## src/rtl/risc8_pwm_led.sv

```systemverilog
// risc8_pwm_led: N-channel PWM driver for the risc8 SoC LED/GPIO pins.
// A prescaler generates PWM ticks; CPU writes land in shadow registers and are
// committed to the active duties only at the period boundary (counter wrap).
// Optional fade mode: define RISC8_PWM_FADE_EN so that at each boundary every
// active duty steps by one toward its shadow value instead of loading it.
`timescale 1ns/1ps
module risc8_pwm_led #(
  parameter int CHANNELS   = 3,
  parameter int WIDTH      = 8,
  parameter int PRESCALE   = 8,
  parameter int ACTIVE_LOW = 1
) (
  input  logic                                               clk,
  input  logic                                               reset,
  input  logic                                               wr_en,
  input  logic [((CHANNELS > 1) ? $clog2(CHANNELS) : 1)-1:0] wr_addr,
  input  logic [WIDTH-1:0]                                   wr_data,
  output logic [CHANNELS-1:0]                                pwm_out,
  output logic                                               period_start
);

  localparam int AW = (CHANNELS > 1) ? $clog2(CHANNELS) : 1;
  localparam int PW = (PRESCALE > 1) ? $clog2(PRESCALE) : 1;
  localparam logic [WIDTH-1:0] CntMax = {WIDTH{1'b1}};
  localparam logic [AW:0] ChanCount = (AW+1)'(CHANNELS);
  localparam logic OffLevel = (ACTIVE_LOW != 0);

  logic                           tick;
  logic                           boundary;
  logic                           wrHit;
  logic [WIDTH-1:0]               cnt_q, cnt_d;
  logic [CHANNELS-1:0][WIDTH-1:0] shadow_q, shadow_d;
  logic [CHANNELS-1:0][WIDTH-1:0] active_q, active_d;
  logic [CHANNELS-1:0]            on;
  logic [CHANNELS-1:0]            pwmOut_q, pwmOut_d;
  logic                           periodStart_q;

  generate
    if (PRESCALE == 1) begin : g_noPresc
      assign tick = 1'b1;
    end else begin : g_presc
      localparam logic [PW-1:0] PrescMax = PW'(PRESCALE - 1);
      logic [PW-1:0] presc_q, presc_d;

      // Prescale counter runs 0..PRESCALE-1 and wraps on the tick cycle
      always_comb begin
        presc_d = (presc_q == PrescMax) ? '0 : presc_q + PW'(1);
      end

      // Prescale counter register
      always_ff @(posedge clk or posedge reset) begin
        if (reset) presc_q <= '0;
        else       presc_q <= presc_d;
      end

      assign tick = (presc_q == PrescMax);
    end
  endgenerate

  // The boundary is the tick on which the PWM counter wraps back to zero
  assign boundary = tick && (cnt_q == CntMax);
  assign wrHit    = wr_en && ({1'b0, wr_addr} < ChanCount);

  // PWM counter advances one step per tick and wraps naturally at 2^WIDTH
  always_comb begin
    cnt_d = tick ? cnt_q + WIDTH'(1) : cnt_q;
  end

  // Shadow next-state: an in-range write replaces that channel's shadow value
  always_comb begin
    shadow_d = shadow_q;
    for (int i = 0; i < CHANNELS; i++) begin
      if (wrHit && (wr_addr == AW'(i))) shadow_d[i] = wr_data;
    end
  end

  // Active duties change only at the boundary, using the post-write shadow so a
  // write landing on the boundary edge takes effect for the new period
  always_comb begin
    active_d = active_q;
    if (boundary) begin
      for (int i = 0; i < CHANNELS; i++) begin
`ifdef RISC8_PWM_FADE_EN
        if (active_q[i] < shadow_d[i])      active_d[i] = active_q[i] + WIDTH'(1);
        else if (active_q[i] > shadow_d[i]) active_d[i] = active_q[i] - WIDTH'(1);
`else
        active_d[i] = shadow_d[i];
`endif
      end
    end
  end

  // Per-channel compare; duty 0 never turns on and full scale leaves one tick off
  always_comb begin
    on = '0;
    for (int i = 0; i < CHANNELS; i++) begin
      on[i] = (cnt_q < active_q[i]);
    end
  end

  assign pwmOut_d = on ^ {CHANNELS{OffLevel}};

  // State registers; reset forces all outputs to their off level immediately
  always_ff @(posedge clk or posedge reset) begin
    if (reset) begin
      cnt_q         <= '0;
      shadow_q      <= '0;
      active_q      <= '0;
      pwmOut_q      <= {CHANNELS{OffLevel}};
      periodStart_q <= 1'b0;
    end else begin
      cnt_q         <= cnt_d;
      shadow_q      <= shadow_d;
      active_q      <= active_d;
      pwmOut_q      <= pwmOut_d;
      periodStart_q <= boundary;
    end
  end

  assign pwm_out      = pwmOut_q;
  assign period_start = periodStart_q;

endmodule

```

## config.mk

```make
export PLATFORM = sky130hd
export DESIGN_NAME = risc8_pwm_led
export DESIGN_NICKNAME = d
export VERILOG_FILES = /design/src/rtl/risc8_pwm_led.sv
export SDC_FILE = /design/constraint.sdc
export NUM_CORES = 1
export LEC_CHECK = 0
export ABC_CLOCK_PERIOD_IN_PS = 2600
export CAP_MARGIN = 10
export CORE_UTILIZATION = 35
export DETAILED_ROUTE_END_ITERATION = 8
export PLACE_DENSITY = 0.49
export SLEW_MARGIN = 20
export SYNTH_ARGS = -nofsm -noshare
export SYNTH_HDL_FRONTEND = slang
export SYNTH_SLANG_ARGS = --single-unit
```

## constraint.sdc

```tcl
create_clock -name clk -period 2.6 [get_ports clk]
set_input_delay 0.65 -clock clk [delete_from_list [all_inputs] [get_ports clk]]
set_output_delay 0.65 -clock clk [all_outputs]
set_load 0.01 [all_outputs]
```

Word level (Yosys, flattened, before mapping)
Index checks and enable logic that the tools add are counted.
{"block": "word_totals", "regBits": 63, "in_bits": 13, "output_inout_bits": 4, "elab_cells": 31}
{"block": "classes", "n_addsub": 2, "order_cmp": 4, "eq_ne": 4, "muxes": 4, "bitwise": 1, "n_reduce_logical": 6}
{"operator": "$lt 8x8->1", "count": 3}
{"operator": "$mux 8", "count": 3}
{"operator": "$add 8x1->8 const B", "count": 1}
{"operator": "$eq 8x8->1 const B", "count": 1}
{"operator": "$logic_and 1x1->1", "count": 5}
{"operator": "$add 3x1->3 const B", "count": 1}
{"operator": "$eq 3x3->1 const B", "count": 1}
{"operator": "$mux 3", "count": 1}
{"operator": "$not 3->3", "count": 1}
{"operator": "$eq 2x1->1 const B", "count": 1}
{"operator": "$eq 2x2->1 const B", "count": 1}
{"operator": "$logic_not 2->1", "count": 1}
{"operator": "$lt 2x2->1 const B", "count": 1}

Logic depth before layout (Yosys ltp)
{"block": "depth", "word_depth": 4, "mapped_depth": 7, "depth_no_buf": 6}

Least setup slack after synthesis
OpenSTA, ideal clock, no wires.
{"block": "synth_timing", "kind": "input-to-reg", "from": "input wr_addr[1] (netlist name)", "to": "register active_q[0] (netlist name)", "setup_time_ns": 0.125, "arrival_time_ns": 1.610, "t_required_ns": 2.475, "path_slack_ns": 0.865, "path_stages": 3, "path_buffers": 0, "cell_sequence": "nor3b_4 > mux2_2 > mux2_2"}
{"item": "start, declared", "line": "16", "rtl": "input logic [((CHANNELS > 1) ? $clog2(CHANNELS) : 1)-1:0] wr_addr,"}
{"item": "end signal, assigned", "line": "114", "rtl": "active_q <= active_d;"}
{"item": "end, declared", "line": "33", "rtl": "logic [CHANNELS-1:0][WIDTH-1:0] active_q, active_d;"}

Final worst setup path
{"block": "layout_timing", "from": "register g_presc.presc_q[0]", "to": "register active_q[23] (netlist name)"}
{"block": "layout_between", "elab_chain_cells": 2}
{"item": "start, declared", "line": "43", "rtl": "logic [PW-1:0] presc_q, presc_d;"}
{"item": "start signal, assigned", "line": "53", "rtl": "else presc_q <= presc_d;"}
{"item": "$eq 3x3->1", "line": "56", "rtl": "assign tick = (presc_q == PrescMax);"}
{"item": "$logic_and 1x1->1", "line": "61", "rtl": "assign boundary = tick && (cnt_q == CntMax);"}
No other way between the ends.
A chain may end at the register's enable or synchronous reset.

==> reports/summary.txt <==
outcome -> complete, no violations
Cell variety after synth -> 25
CTS hold repair buffers -> 0
worst-path cell chain -> ha_1 -> ha_1 -> and3_1 -> nand4_4 -> buf_4 -> nor2_1 -> a21oi_1
simple-gate portion of the synthesized area -> 0.0749
DR vias/cell -> 4.70
startpoint class of the critical path -> flop
CTS tree -> built
die area -> 8480 um^2
pre-CTS setup slack -> 0.270 ns
most used cell, CP -> ha_1
num rows -> 32
DRT Pass-1 Iters -> 4
Critical Path Max Stage Delay -> 0.42 ns
CTS Buf Count -> 9
compound-cell area share of the yosys netlist -> 0.0912
Crit path required time -> 2.80 ns
CP Class -> reg2reg
GP Congestion -> 0.683
PostCTS Resize Cnt -> 0
# IOs -> 17
initial core utilization -> 0.365
Finished Core Util -> 0.432
unrepaired setup endpoints after global routing -> false
antenna-violating nets left -> 0
grt ovf -> 0
measured slew at the worst slew-check pin -> 0.481 ns
most used flip-flop cell after synthesis -> dfrtp_1
largest family of logic cells by synthesized area -> multiplexers
Slew HR -> 0.679
number of setup buffers added after CTS -> 0
Worst Path Buf+Inv -> 1
post-route insts no fill -> 364
Hold WS -> 0.428 ns
Total GRT Usage -> 0.143
final hold vios -> 0
min Tclk post-route -> 2.13 ns
leakage power -> 1.59 nW
drt drc -> 0
Final setup viols -> 0
clk buf depth -> 2
R2R setup slack -> 0.47 ns
placed inst area -> 3160 um^2
final period utilization -> 0.819
Routed WL -> 5180 um
max frequency -> 470 MHz
adder-cell share of the synthesized area -> 0.106
number of synthesized flops with an enable pin -> 0
hpwl dp -> 3650 um
top cell type's share of synthesized area -> 0.529
first-pass GRT wire length -> 9000 um
Skew-Pair Late Insertion Delay -> 0.33 ns
via count -> 1712
overall die width -> 92.1 um
mux contribution to synthesized area -> 0.112
largest area contributor in the netlist -> dfrtp_1
syn nets -> 266
sequential-to-total area share from yosys stat -> 0.557
worst min path class -> reg2reg
nets -> 294
Sum Neg Setup Slack -> 0 ns
Post-Synth XOR/XNOR Area -> 0.0216
clock root buffer -> clkbuf_8
CTS HTree Levels -> 3
Ys Warns -> 0
Antenna Cells -> 0
initial antenna violation count -> 0
max-slew violations -> 0
core area -> 7770 um^2
placed cells -> 348
CP Capture Type -> flop
Final Skew -> 0.00538 ns
I/O Buffers -> 16
clock slew at reported path FFs -> 0.07 ns
DRT iter0 DRCs -> 23
peak supply drop -> 0.389 mV
area grow syn2layout -> 18.2%
vias in the first global route -> 1739
largest net degree at the start of global routing -> 64
synth cell count leaders -> dfrtp_1, mux2_2, ha_1
Finished Cell Area -> 3350 um^2
Gate Count Post-Synth -> 229
CP arrival -> 2.33 ns
Pwr Density -> 634 nW/um^2
Mapped Area -> 2840 um^2
Area contributors post-synth -> dfrtp_1, mux2_2, ha_1, a21oi_1, inv_1
total power draw -> 2.13 mW
# clock sinks -> 63
CP max-delay cell -> nand4_4
most common cell in the netlist -> dfrtp_1
CP Max Fanout -> 29
Async SR Flop Fraction -> 1.00
worst setup margin -> 0.472 ns
share of layout cells above drive strength 1 -> 0.221
max-cap violations -> 0
CP delay by family, top -> simple AND/OR/NAND/NOR gates
Wirelength per Cell -> 14.2 um
Yosys reg bits -> 63
Chip Height -> 92.1 um
synthesized area per cell -> 12.4 um^2
## final timing paths
kind / from / to / depth (start not counted)
max in group asynchronous: reset / pwm_out[0]$_DFF_PP1_ / 3
min in group asynchronous: reset / cnt_q[6]$_DFFE_PP0P_ / 3
max reg2reg: g_presc.presc_q[0]$_DFF_PP0_ / active_q[23]$_DFFE_PP0P_ / 7
min: g_presc.presc_q[0]$_DFF_PP0_ / g_presc.presc_q[0]$_DFF_PP0_ / 1
min reg2reg: g_presc.presc_q[0]$_DFF_PP0_ / g_presc.presc_q[0]$_DFF_PP0_ / 1
max: g_presc.presc_q[0]$_DFF_PP0_ / active_q[23]$_DFFE_PP0P_ / 7
## cell families (layout without fill, tap and decap cells)
family / after synthesis / after routing
and+or+nand+nor: 38 / 38
DFF: 63 / 63
muxes: 28 / 28
AOI/OAI and AO/OA: 42 / 42
adders and majority gates: 24 / 24
xor gates and xnor gates: 7 / 7
buffers and inverters: 27 / 60
## report_power, final
| group | internal [mW] | switching [mW] | total (mW) |
|---|---|---|---|
| combinational | 0.105 | 0.0899 | 0.195 |
| clock | 0.463 | 0.381 | 0.844 |
| sequential | 1.07 | 0.0196 | 1.09 |
## flip-flops by register name (all words and copies together) (netlist names)
signal,count
g_presc.presc_q,3
shadow_q,24
cnt_q,8
period_start,1
active_q,24
pwm_out,3
## routing by layer
metal / track usage / up-vias / part of all wire
li1: - / 850 / -
met1: 0.191 / 828 / 0.47
met2: 0.215 / 28 / 0.48
met3: 0.0506 / 6 / 0.036
met4: 0.0469 / 0 / 0.014
met5: 0 / - / 0
## area by class of cell
type	instances	area, um^2
fillers	752	4410
flip-flops and latches	63	1580
multi-input cells	139	1150
repair buffers	21	210
clock buffers	10	138
well taps	102	128
inverters	23	86.3
clock inverters	6	60.1
## cells in the final DEF (no fill, tap or decap), types with 2 or more instances in the layout
| master | netlist | final |
|---|---|---|
| inv_1 | 23 | 22 |
| and3_1 | 2 | 2 |
| clkinv_2 | 0 | 3 |
| o21ai_0 | 3 | 3 |
| xnor2_1 | 4 | 4 |
| a21oi_1 | 23 | 23 |
| xor2_1 | 3 | 3 |
| a21o_1 | 6 | 6 |
| mux2_2 | 27 | 27 |
| dfstp_2 | 3 | 3 |
| buf_4 | 0 | 4 |
| nor2_1 | 23 | 23 |
| clkbuf_8 | 0 | 10 |
| dfrtp_1 | 60 | 60 |
| nand2_1 | 3 | 3 |
| a211oi_1 | 3 | 3 |
| a41o_1 | 3 | 3 |
| nand3b_2 | 2 | 2 |
| clkdlybuf4s50_1 | 0 | 16 |
| nand2b_1 | 3 | 3 |
| o211ai_1 | 3 | 3 |
| clkinvlp_4 | 0 | 2 |
| nand4_1 | 2 | 2 |
| ha_1 | 24 | 24 |
Power figures use the tool's default switching activity.
